===== src/rtl/mult_sequencer_if.sv =====
// Handshake and shared-ALU port bundle between the execute stage and mult_sequencer.
// master drives requests and ALU results; slave is the sequencer itself.
interface mult_sequencer_if #(
   parameter int WIDTH = 32
);
   logic                 start;
   logic [WIDTH-1:0]     mcand;
   logic [WIDTH-1:0]     mplier;
   logic                 busy;
   logic                 done;
   logic [2*WIDTH-1:0]   product;
   logic [3:0]           alu_operation;
   logic [WIDTH-1:0]     alu_a;
   logic [WIDTH-1:0]     alu_b;
   logic [WIDTH-1:0]     alu_result;
   logic                 alu_zero;

   modport master (
      output start, mcand, mplier, alu_result, alu_zero,
      input  busy, done, product, alu_operation, alu_a, alu_b
   );

   modport slave (
      input  start, mcand, mplier, alu_result, alu_zero,
      output busy, done, product, alu_operation, alu_a, alu_b
   );
endinterface


===== src/rtl/mult_sequencer.sv =====
// Unsigned 32x32->64 shift-add multiplier that borrows the shared ALU for every add and
// carry detect; 33+2*popcount(mplier) cycles per product, start ignored while busy.
module mult_sequencer #(
   parameter int         WIDTH  = 32,
   parameter logic [3:0] OP_ADD = 4'b0010,
   parameter logic [3:0] OP_SLT = 4'b0111
) (
   input logic              clk,
   input logic              reset,
   mult_sequencer_if.slave  bus
);
   typedef enum logic [2:0] {
      S_IDLE,
      S_ADD,
      S_CARRY,
      S_SHIFT,
      S_DONE
   } state_t;

   state_t               state_q, state_d;
   logic [WIDTH-1:0]     mc_q, mc_d;
   logic [WIDTH-1:0]     hi_q, hi_d;
   logic [WIDTH-1:0]     lo_q, lo_d;
   logic [WIDTH-1:0]     sum_q, sum_d;
   logic                 c_q, c_d;
   logic [4:0]           count_q, count_d;
   logic [2*WIDTH-1:0]   product_q, product_d;
   logic [3:0]           alu_op;
   logic [WIDTH-1:0]     alu_a, alu_b;

   // The zero flag carries no information this sequencer needs.
   logic unused_alu_zero;
   assign unused_alu_zero = bus.alu_zero;

   always_ff @(posedge clk) begin
      if (reset) begin
         state_q   <= S_IDLE;
         mc_q      <= '0;
         hi_q      <= '0;
         lo_q      <= '0;
         sum_q     <= '0;
         c_q       <= 1'b0;
         count_q   <= '0;
         product_q <= '0;
      end else begin
         state_q   <= state_d;
         mc_q      <= mc_d;
         hi_q      <= hi_d;
         lo_q      <= lo_d;
         sum_q     <= sum_d;
         c_q       <= c_d;
         count_q   <= count_d;
         product_q <= product_d;
      end
   end

   always_comb begin
      state_d   = state_q;
      mc_d      = mc_q;
      hi_d      = hi_q;
      lo_d      = lo_q;
      sum_d     = sum_q;
      c_d       = c_q;
      count_d   = count_q;
      product_d = product_q;
      alu_op    = OP_ADD;
      alu_a     = '0;
      alu_b     = '0;

      case (state_q)
         S_IDLE: begin
            if (bus.start) begin
               mc_d      = bus.mcand;
               hi_d      = '0;
               lo_d      = bus.mplier;
               c_d       = 1'b0;
               count_d   = '0;
               product_d = '0;
               state_d   = bus.mplier[0] ? S_ADD : S_SHIFT;
            end
         end
         S_ADD: begin
            alu_op  = OP_ADD;
            alu_a   = hi_q;
            alu_b   = mc_q;
            sum_d   = bus.alu_result;
            state_d = S_CARRY;
         end
         S_CARRY: begin
            // A wrapped add leaves the sum below the old high word.
            alu_op  = OP_SLT;
            alu_a   = sum_q;
            alu_b   = hi_q;
            c_d     = bus.alu_result[0];
            hi_d    = sum_q;
            state_d = S_SHIFT;
         end
         S_SHIFT: begin
            {c_d, hi_d, lo_d} = {1'b0, c_q, hi_q, lo_q[WIDTH-1:1]};
            if (count_q == 5'(WIDTH - 1)) begin
               product_d = {hi_d, lo_d};
               state_d   = S_DONE;
            end else begin
               count_d = count_q + 5'd1;
               state_d = lo_q[1] ? S_ADD : S_SHIFT;
            end
         end
         S_DONE: begin
            state_d = S_IDLE;
         end
         default: begin
            state_d = S_IDLE;
         end
      endcase
   end

   assign bus.busy          = (state_q != S_IDLE);
   assign bus.done          = (state_q == S_DONE);
   assign bus.product       = product_q;
   assign bus.alu_operation = alu_op;
   assign bus.alu_a         = alu_a;
   assign bus.alu_b         = alu_b;
endmodule


===== src/flat_wrapper.sv =====
// flat-port wrapper written by rule: the top's interface ports become plain ports
module mult_sequencer_flat 
#(
   parameter int         WIDTH  = 32,
   parameter logic [3:0] OP_ADD = 4'b0010,
   parameter logic [3:0] OP_SLT = 4'b0111
)
  (clk, reset, bus_start, bus_mcand, bus_mplier, bus_alu_result, bus_alu_zero, bus_busy, bus_done, bus_product, bus_alu_operation, bus_alu_a, bus_alu_b);
  mult_sequencer_if #(.WIDTH(WIDTH)) bus_i ();
  input logic clk;
  input logic reset;
  input wire logic [$bits(bus_i.start)-1:0] bus_start;
  input wire logic [$bits(bus_i.mcand)-1:0] bus_mcand;
  input wire logic [$bits(bus_i.mplier)-1:0] bus_mplier;
  input wire logic [$bits(bus_i.alu_result)-1:0] bus_alu_result;
  input wire logic [$bits(bus_i.alu_zero)-1:0] bus_alu_zero;
  output wire logic [$bits(bus_i.busy)-1:0] bus_busy;
  output wire logic [$bits(bus_i.done)-1:0] bus_done;
  output wire logic [$bits(bus_i.product)-1:0] bus_product;
  output wire logic [$bits(bus_i.alu_operation)-1:0] bus_alu_operation;
  output wire logic [$bits(bus_i.alu_a)-1:0] bus_alu_a;
  output wire logic [$bits(bus_i.alu_b)-1:0] bus_alu_b;
  assign bus_i.start = bus_start;
  assign bus_i.mcand = bus_mcand;
  assign bus_i.mplier = bus_mplier;
  assign bus_i.alu_result = bus_alu_result;
  assign bus_i.alu_zero = bus_alu_zero;
  assign bus_busy = bus_i.busy;
  assign bus_done = bus_i.done;
  assign bus_product = bus_i.product;
  assign bus_alu_operation = bus_i.alu_operation;
  assign bus_alu_a = bus_i.alu_a;
  assign bus_alu_b = bus_i.alu_b;
  mult_sequencer #(.WIDTH(WIDTH), .OP_ADD(OP_ADD), .OP_SLT(OP_SLT)) u_core (.clk(clk), .reset(reset), .bus(bus_i));
endmodule

===== config.mk =====
export PLATFORM = sky130hd
export DESIGN_NAME = mult_sequencer_flat
export DESIGN_NICKNAME = d
export VERILOG_FILES = /design/src/rtl/mult_sequencer_if.sv /design/src/rtl/mult_sequencer.sv /design/src/flat_wrapper.sv
export SDC_FILE = /design/constraint.sdc
export NUM_CORES = 1
export LEC_CHECK = 0
export BUFFER_PORTS_ARGS = -buffer_cell sky130_fd_sc_hd__buf_2
export CAP_MARGIN = 25
export CORE_MARGIN = 3
export CORE_UTILIZATION = 52
export DETAILED_ROUTE_END_ITERATION = 12
export GPL_ROUTABILITY_DRIVEN = 0
export GPL_TIMING_DRIVEN = 0
export PLACE_DENSITY_LB_ADDON = 0.15
export SLEW_MARGIN = 40
export SYNTH_ARGS = -nofsm -noshare
export SYNTH_HDL_FRONTEND = slang
export SYNTH_SLANG_ARGS = --single-unit

===== constraint.sdc =====
create_clock -name clk -period 2.67 [get_ports clk]
set_input_delay 0.1335 -clock clk [delete_from_list [all_inputs] [get_ports clk]]
set_output_delay 0.1335 -clock clk [all_outputs]
set_load 0.02 [all_outputs]

After elaboration in Yosys (flattened, before gate mapping)

Cells that the tools add are included.

Input bits: 100
Output and inout port bits: 134
Flip-flop bits (word level): 201
Word-level logic and storage cells: 46

Mux-type cells: 20
Equal/unequal tests: 8
Add/sub/neg operators: 1
Reduce and logical (&&, ||, !) cells: 9

Operators by type and width:

| kind                  | count |
|---|---|
| $pmux W32 S2          | 3 |
| $mux W64              | 2 |
| $pmux W64 S2          | 1 |
| $pmux W32 S3          | 1 |
| $mux W32              | 2 |
| $pmux W3 S4           | 1 |
| $mux W5               | 2 |
| $pmux W5 S2           | 1 |
| $mux W3               | 3 |
| $eq A3 B2 Y1 const B  | 2 |
| $reduce_and A2 Y1     | 3 |
| $reduce_and A3 Y1     | 2 |
| $reduce_bool A3 Y1    | 2 |
| $add A5 B1 Y5 const B | 1 |
| $eq A5 B5 Y1 const B  | 1 |
| $mux W2               | 2 |
| $ne A2 B2 Y1 const B  | 2 |
| $eq A3 B1 Y1 const B  | 1 |
| $eq A3 B3 Y1 const B  | 1 |
| $logic_not A3 Y1      | 1 |
| $pmux W1 S3           | 1 |
| $ne A2 B1 Y1 const B  | 1 |
| $reduce_bool A2 Y1    | 1 |
| $mux W1               | 1 |

Longest topological paths before layout

Word-level depth: 3
Depth in mapped cells: 9
Gate-level depth less buffers: 7

Worst setup path after synthesis

Ideal clock, no wire load.

Kind: reg2reg
From: register u_core.count_q[0]
To: register u_core.product_q[10], in the netlist u_core.bus.product[10]
Data required time: 2.600 ns
Data arrival time: 1.843 ns
Cell stages (with the launch flop): 10
Library setup time: 0.070 ns
Setup slack: 0.756 ns
Buffers on the path: 2
Cell sequence: dfxtp_1 ha_1 and3_1 ha_1 nand3_1 a21o_1 buf_2 clkbuf_1 nand2_1 a21oi_1

Longest elaborated chain between the ends: 3

RTL lines:

| item                        | line                  | text |
|---|---|---|
| start: declaration          | mult_sequencer.sv:26  | `logic [4:0] count_q, count_d;` |
| start signal: assignment    | mult_sequencer.sv:52  | `count_q <= count_d;` |
| $eq A5 B5 Y1                | mult_sequencer.sv:100 | `if (count_q == 5'(WIDTH - 1)) begin` |
| $ne A2 B1 Y1 (no line)      | n/a                   |  |
| $reduce_and A3 Y1 (no line) | n/a                   |  |
| end signal: assignment      | mult_sequencer.sv:53  | `product_q <= product_d;` |
| end: declaration            | mult_sequencer.sv:27  | `logic [2*WIDTH-1:0] product_q, product_d;` |

No other way between the ends.
A chain may end at the register's enable or synchronous reset.

Worst setup path after layout

From: register u_core.state_q[0]
To: output port bus_alu_b[31]

Longest elaborated chain between the ends: 2

RTL lines:

| item                                         | line                 | text |
|---|---|---|
| start: declaration                           | mult_sequencer.sv:20 | `state_t state_q, state_d;` |
| start signal: assignment                     | mult_sequencer.sv:46 | `state_q <= state_d;` |
| $eq A3 B2 Y1 or $eq A3 B1 Y1 (tied branches) | mult_sequencer.sv:70 | `case (state_q)` |
| $pmux W32 S2 *                               | mult_sequencer.sv:70 |  |
| end: declaration                             | flat_wrapper.sv:22   | `output wire logic [$bits(bus_i.alu_b)-1:0] bus_alu_b;` |

Mark *: on every way between the ends. The rest lies on a longest branch, timed or not.

==> summary.md <==
| Metric | Value |
|---|---|
| Die W | `133 microns` |
| Yosys warns | `0` |
| XOR/XNOR share of the synthesized area | `0%` |
| Mapped Nets | `1159` |
| Period minus WS final | `2.61 ns` |
| Clk sinks | `200` |
| Worst R2R End | `u_core.bus.product[54]$_SDFFE_PP0P_` |
| MaxCap Viol Count | `0` |
| Peak supply drop | `0.000520 V` |
| Vias post-DR | `9163` |
| FP Rows | `45` |
| Crit. End Element | `output pin` |
| Area leader, netlist | `dfxtp_1` |
| RSZ-0062 raised after global routing | `yes` |
| Core box area | `15500 sq um` |
| Critical path peak fanout | `10` |
| Largest cells by area after synthesis | `dfxtp_1 (47%), nand2_1 (11%), a21oi_1 (9.8%)` |
| Outcome | `finished, final reports clean` |
| Synthesis-to-finish area growth | `36.0%` |
| Post-synthesis simple-gate area fraction | `21.8%` |
| Slew HR | `48.0%` |
| Worst clock skew | `0.0106 ns` |
| Final Hold Vio Count | `0` |
| Fin cells | `1624` |
| Static leakage | `4.87 nW` |
| Clock Tree Root | `clkbuf_16` |
| Commonest non-fill, non-tap cell in the layout | `buf_2` |
| First-pass GRT wire length | `44.6 mm` |
| Post-DP HPWL | `19.1 mm` |
| Netlist cell types | `39` |
| I/O pin count | `234` |
| R2R Setup Slk | `0.19 ns` |
| Vias per cell | `5.64` |
| DRT antenna net count | `0` |
| Pre-antenna DRT Iters | `7` |
| Crit path from | `u_core.state_q[0]$_SDFFE_PP0P_` |
| Die ar. | `17800 sq um` |
| Yosys reg bits | `200` |
| Starting DRT DRC Count | `762` |
| WP data required | `2.54 ns` |
| Average size of a mapped cell | `7.99 sq um` |
| Total setup buffers inserted after CTS | `0` |
| Largest family of logic cells by synthesized area | `simple AND/OR/NAND/NOR gates` |
| GRT Util Overall | `31.3%` |
| Post-route DRC | `0` |
| Post-synthesis adder-cell area fraction | `0.296%` |
| GRT overflow | `0` |
| DR WL/cell | `17.7 microns` |
| Initial antenna violation count | `0` |
| Worst skew pair latency | `0.44 ns` |
| Vias in the first global route | `8614` |
| Power, Total | `7.26 mW` |
| HP Class | `in -> reg` |
| Pins Over Slew Limit | `0` |
| Critical path destination | `bus_alu_b[31]` |
| Max Clk Rate | `383 MHz` |
| Total wire length | `28.8 mm` |
| CP arrival | `2.48 ns` |
| Die H | `133 microns` |
| Fin crit share | `97.8%` |
| Synth top area share | `47.4%` |
| Worst hold path depth | `3` |
| Crit-path cells | `buf_2, nor3b_2, clkbuf_1, a22o_1, buf_2` |
| Worst R2R Path Depth | `9` |
| Filler cells | `1236` |
| Synth Area in Compound Gates | `20.7%` |
| Slowest stage delay, CP | `0.57 ns` |
| Post-Syn Area | `8440 sq um` |
| Number of CTS-inserted buffers | `17` |
| Mapped Cells | `1057` |
| Placed Instances | `1497` |
| Sequential-to-total area share from yosys stat | `47.4%` |
| Post-synthesis mux area share | `3.79%` |
| Commonest cells after routing, fill and taps aside | `buf_2 (262), nand2_1 (254), dfxtp_1 (200), a21oi_1 (165), nor2_1 (106)` |
| Type of element launching the critical path | `flip-flop` |
| Layout cells sized above 1 | `22.1%` |
| Most Frequent Cell on Critical Path | `buf_2` |
| Least-Margin Pin Slew | `0.780 ns` |
| Port Buffers | `229` |
| Final #Nets | `1501` |
| Initial Utilization | `54.3%` |
| CTS Buffer Depth | `2` |
| Reg clk slew, reported paths | `0.07 ns` |
| Largest net degree at the start of global routing | `17` |
| H-tree depth | `4` |
| Worst path slowest cell | `clkbuf_1` |
| Crit Path Category | `reg -> out` |
| R2r startpoint | `u_core.count_q[0]$_SDFFE_PP0P_` |
| TritonCTS clock tree | `built` |
| Pwr/cell area | `633 nW/um^2` |
| Final setup viols | `0` |
## cell usage after synthesis
cell type,instances
a211oi_1,2
a21o_1,1
a21oi_1,165
a21oi_4,1
a22o_1,63
a22oi_1,3
a2bb2oi_1,1
a311oi_1,31
and3_1,1
and3b_1,1
buf_1,6
buf_2,31
buf_4,5
buf_6,7
clkbuf_1,54
conb_1,2
dfxtp_1,200
ha_1,2
inv_1,1
mux2i_1,32
nand2_1,254
nand2b_1,1
nand3_1,65
nand3b_1,3
nand4b_1,2
nor2_1,106
nor2b_1,2
nor3_1,3
nor3b_1,2
nor3b_2,1
nor4b_1,1
o211ai_1,1
o21ai_0,1
o21bai_1,1
o31ai_1,1
or3_1,1
or3b_2,1
or3b_4,1
or4b_1,1
## kinds of logic after synthesis
group,after synthesis
other cells,2
mux,32
compound gates,271
buf+inv,104
fa+ha+maj,2
flops,200
simple gates,446
## worst min path at each step
stage | startpoint | to | slack (ns)
final | bus_mplier[30] | u_core.lo_q[30]$_SDFFE_PP0P_ | 0.009
after global routing | bus_mplier[30] | u_core.lo_q[30]$_SDFFE_PP0P_ | 0.002
after CTS | bus_mplier[30] | u_core.lo_q[30]$_SDFFE_PP0P_ | 0.01
after detailed placement | bus_alu_result[23] | u_core.sum_q[23]$_SDFFE_PP0N_ | 0.38
after global placement | bus_mcand[0] | u_core.mc_q[0]$_SDFFE_PP0P_ | 0.38
after floorplan | bus_mcand[0] | u_core.mc_q[0]$_SDFFE_PP0P_ | 0.27
## through the flow
step / hold slack, ns / setup WS [ns] / TNS (ns) / utilization [%] / area (sq um)
2_1_floorplan: 0.269 / 0.756 / 0 / - / 8440
3_3_place_gp: 0.377 / 0.242 / 0 / 63.4 / 9850
3_5_place_dp: 0.379 / 0.216 / 0 / 63.4 / 9850
4_1_cts: 0.0114 / 0.0657 / 0 / 73.8 / 11500
5_1_grt: 0.00221 / -0.00679 / -0.0134 / 73.8 / 11500
6_report: 0.00942 / 0.0595 / 0 / 73.9 / 11500
## repair_timing
item,in CTS,in global routing
hold buffers,94,0
gates resized for setup,2,4
hold endpoints to repair,94,0
endpoints found under the setup margin,10,18
## cell type report
cell class / instances / area, sq um / share of cell area [%]
Tap cell: 211 / 264 / 2.30
Clock inverter: 12 / 219 / 1.91
Inverter: 1 / 3.75 / 0.0327
Multi-Input combinational cell: 753 / 3940 / 34.3
Timing Repair Buffer: 323 / 2090 / 18.2
Antenna cell: 1 / 2.50 / 0.0218
Clock buffer: 20 / 457 / 3.98
Buffer: 103 / 503 / 4.38
Sequential cell: 200 / 4000 / 34.9
## state kept, by name, summed over array words and instances, names as in the netlist
register / flops
u_core.count_q: 5
u_core.sum_q: 32
u_core.c_q: 1
u_core.mc_q: 32
u_core.state_q: 3
u_core.lo_q: 31
u_core.bus.product: 64
u_core.hi_q: 32
## metal layers
metal | share of wire, % | global-route usage (%) | vias up
met2 | 45 | 49.8 | 465
li1 | - | - | 4318
met1 | 43 | 42.3 | 4298
met4 | 3.8 | 13.4 | 0
met5 | 0 | 0 | -
met3 | 8.1 | 5.10 | 82
## power by group
part / switching [mW] / internal (mW) / leakage, nW
clock: 1.15 / 1.81 / 0.326
combinational: 0.680 / 0.410 / 2.92
sequential: 0.104 / 3.11 / 1.62
total: 1.93 / 5.33 / 4.87
## worst max-delay path, delay by kind of cell, from the launching register on
family                 cells  cell delay [ns]
buffers and inverters      3             1.02
and+or+nand+nor            1             0.35
DFF                        1             0.38
AOI/OAI and AO/OA          1             0.29
Note: power is estimated with default switching activity, not from simulation.
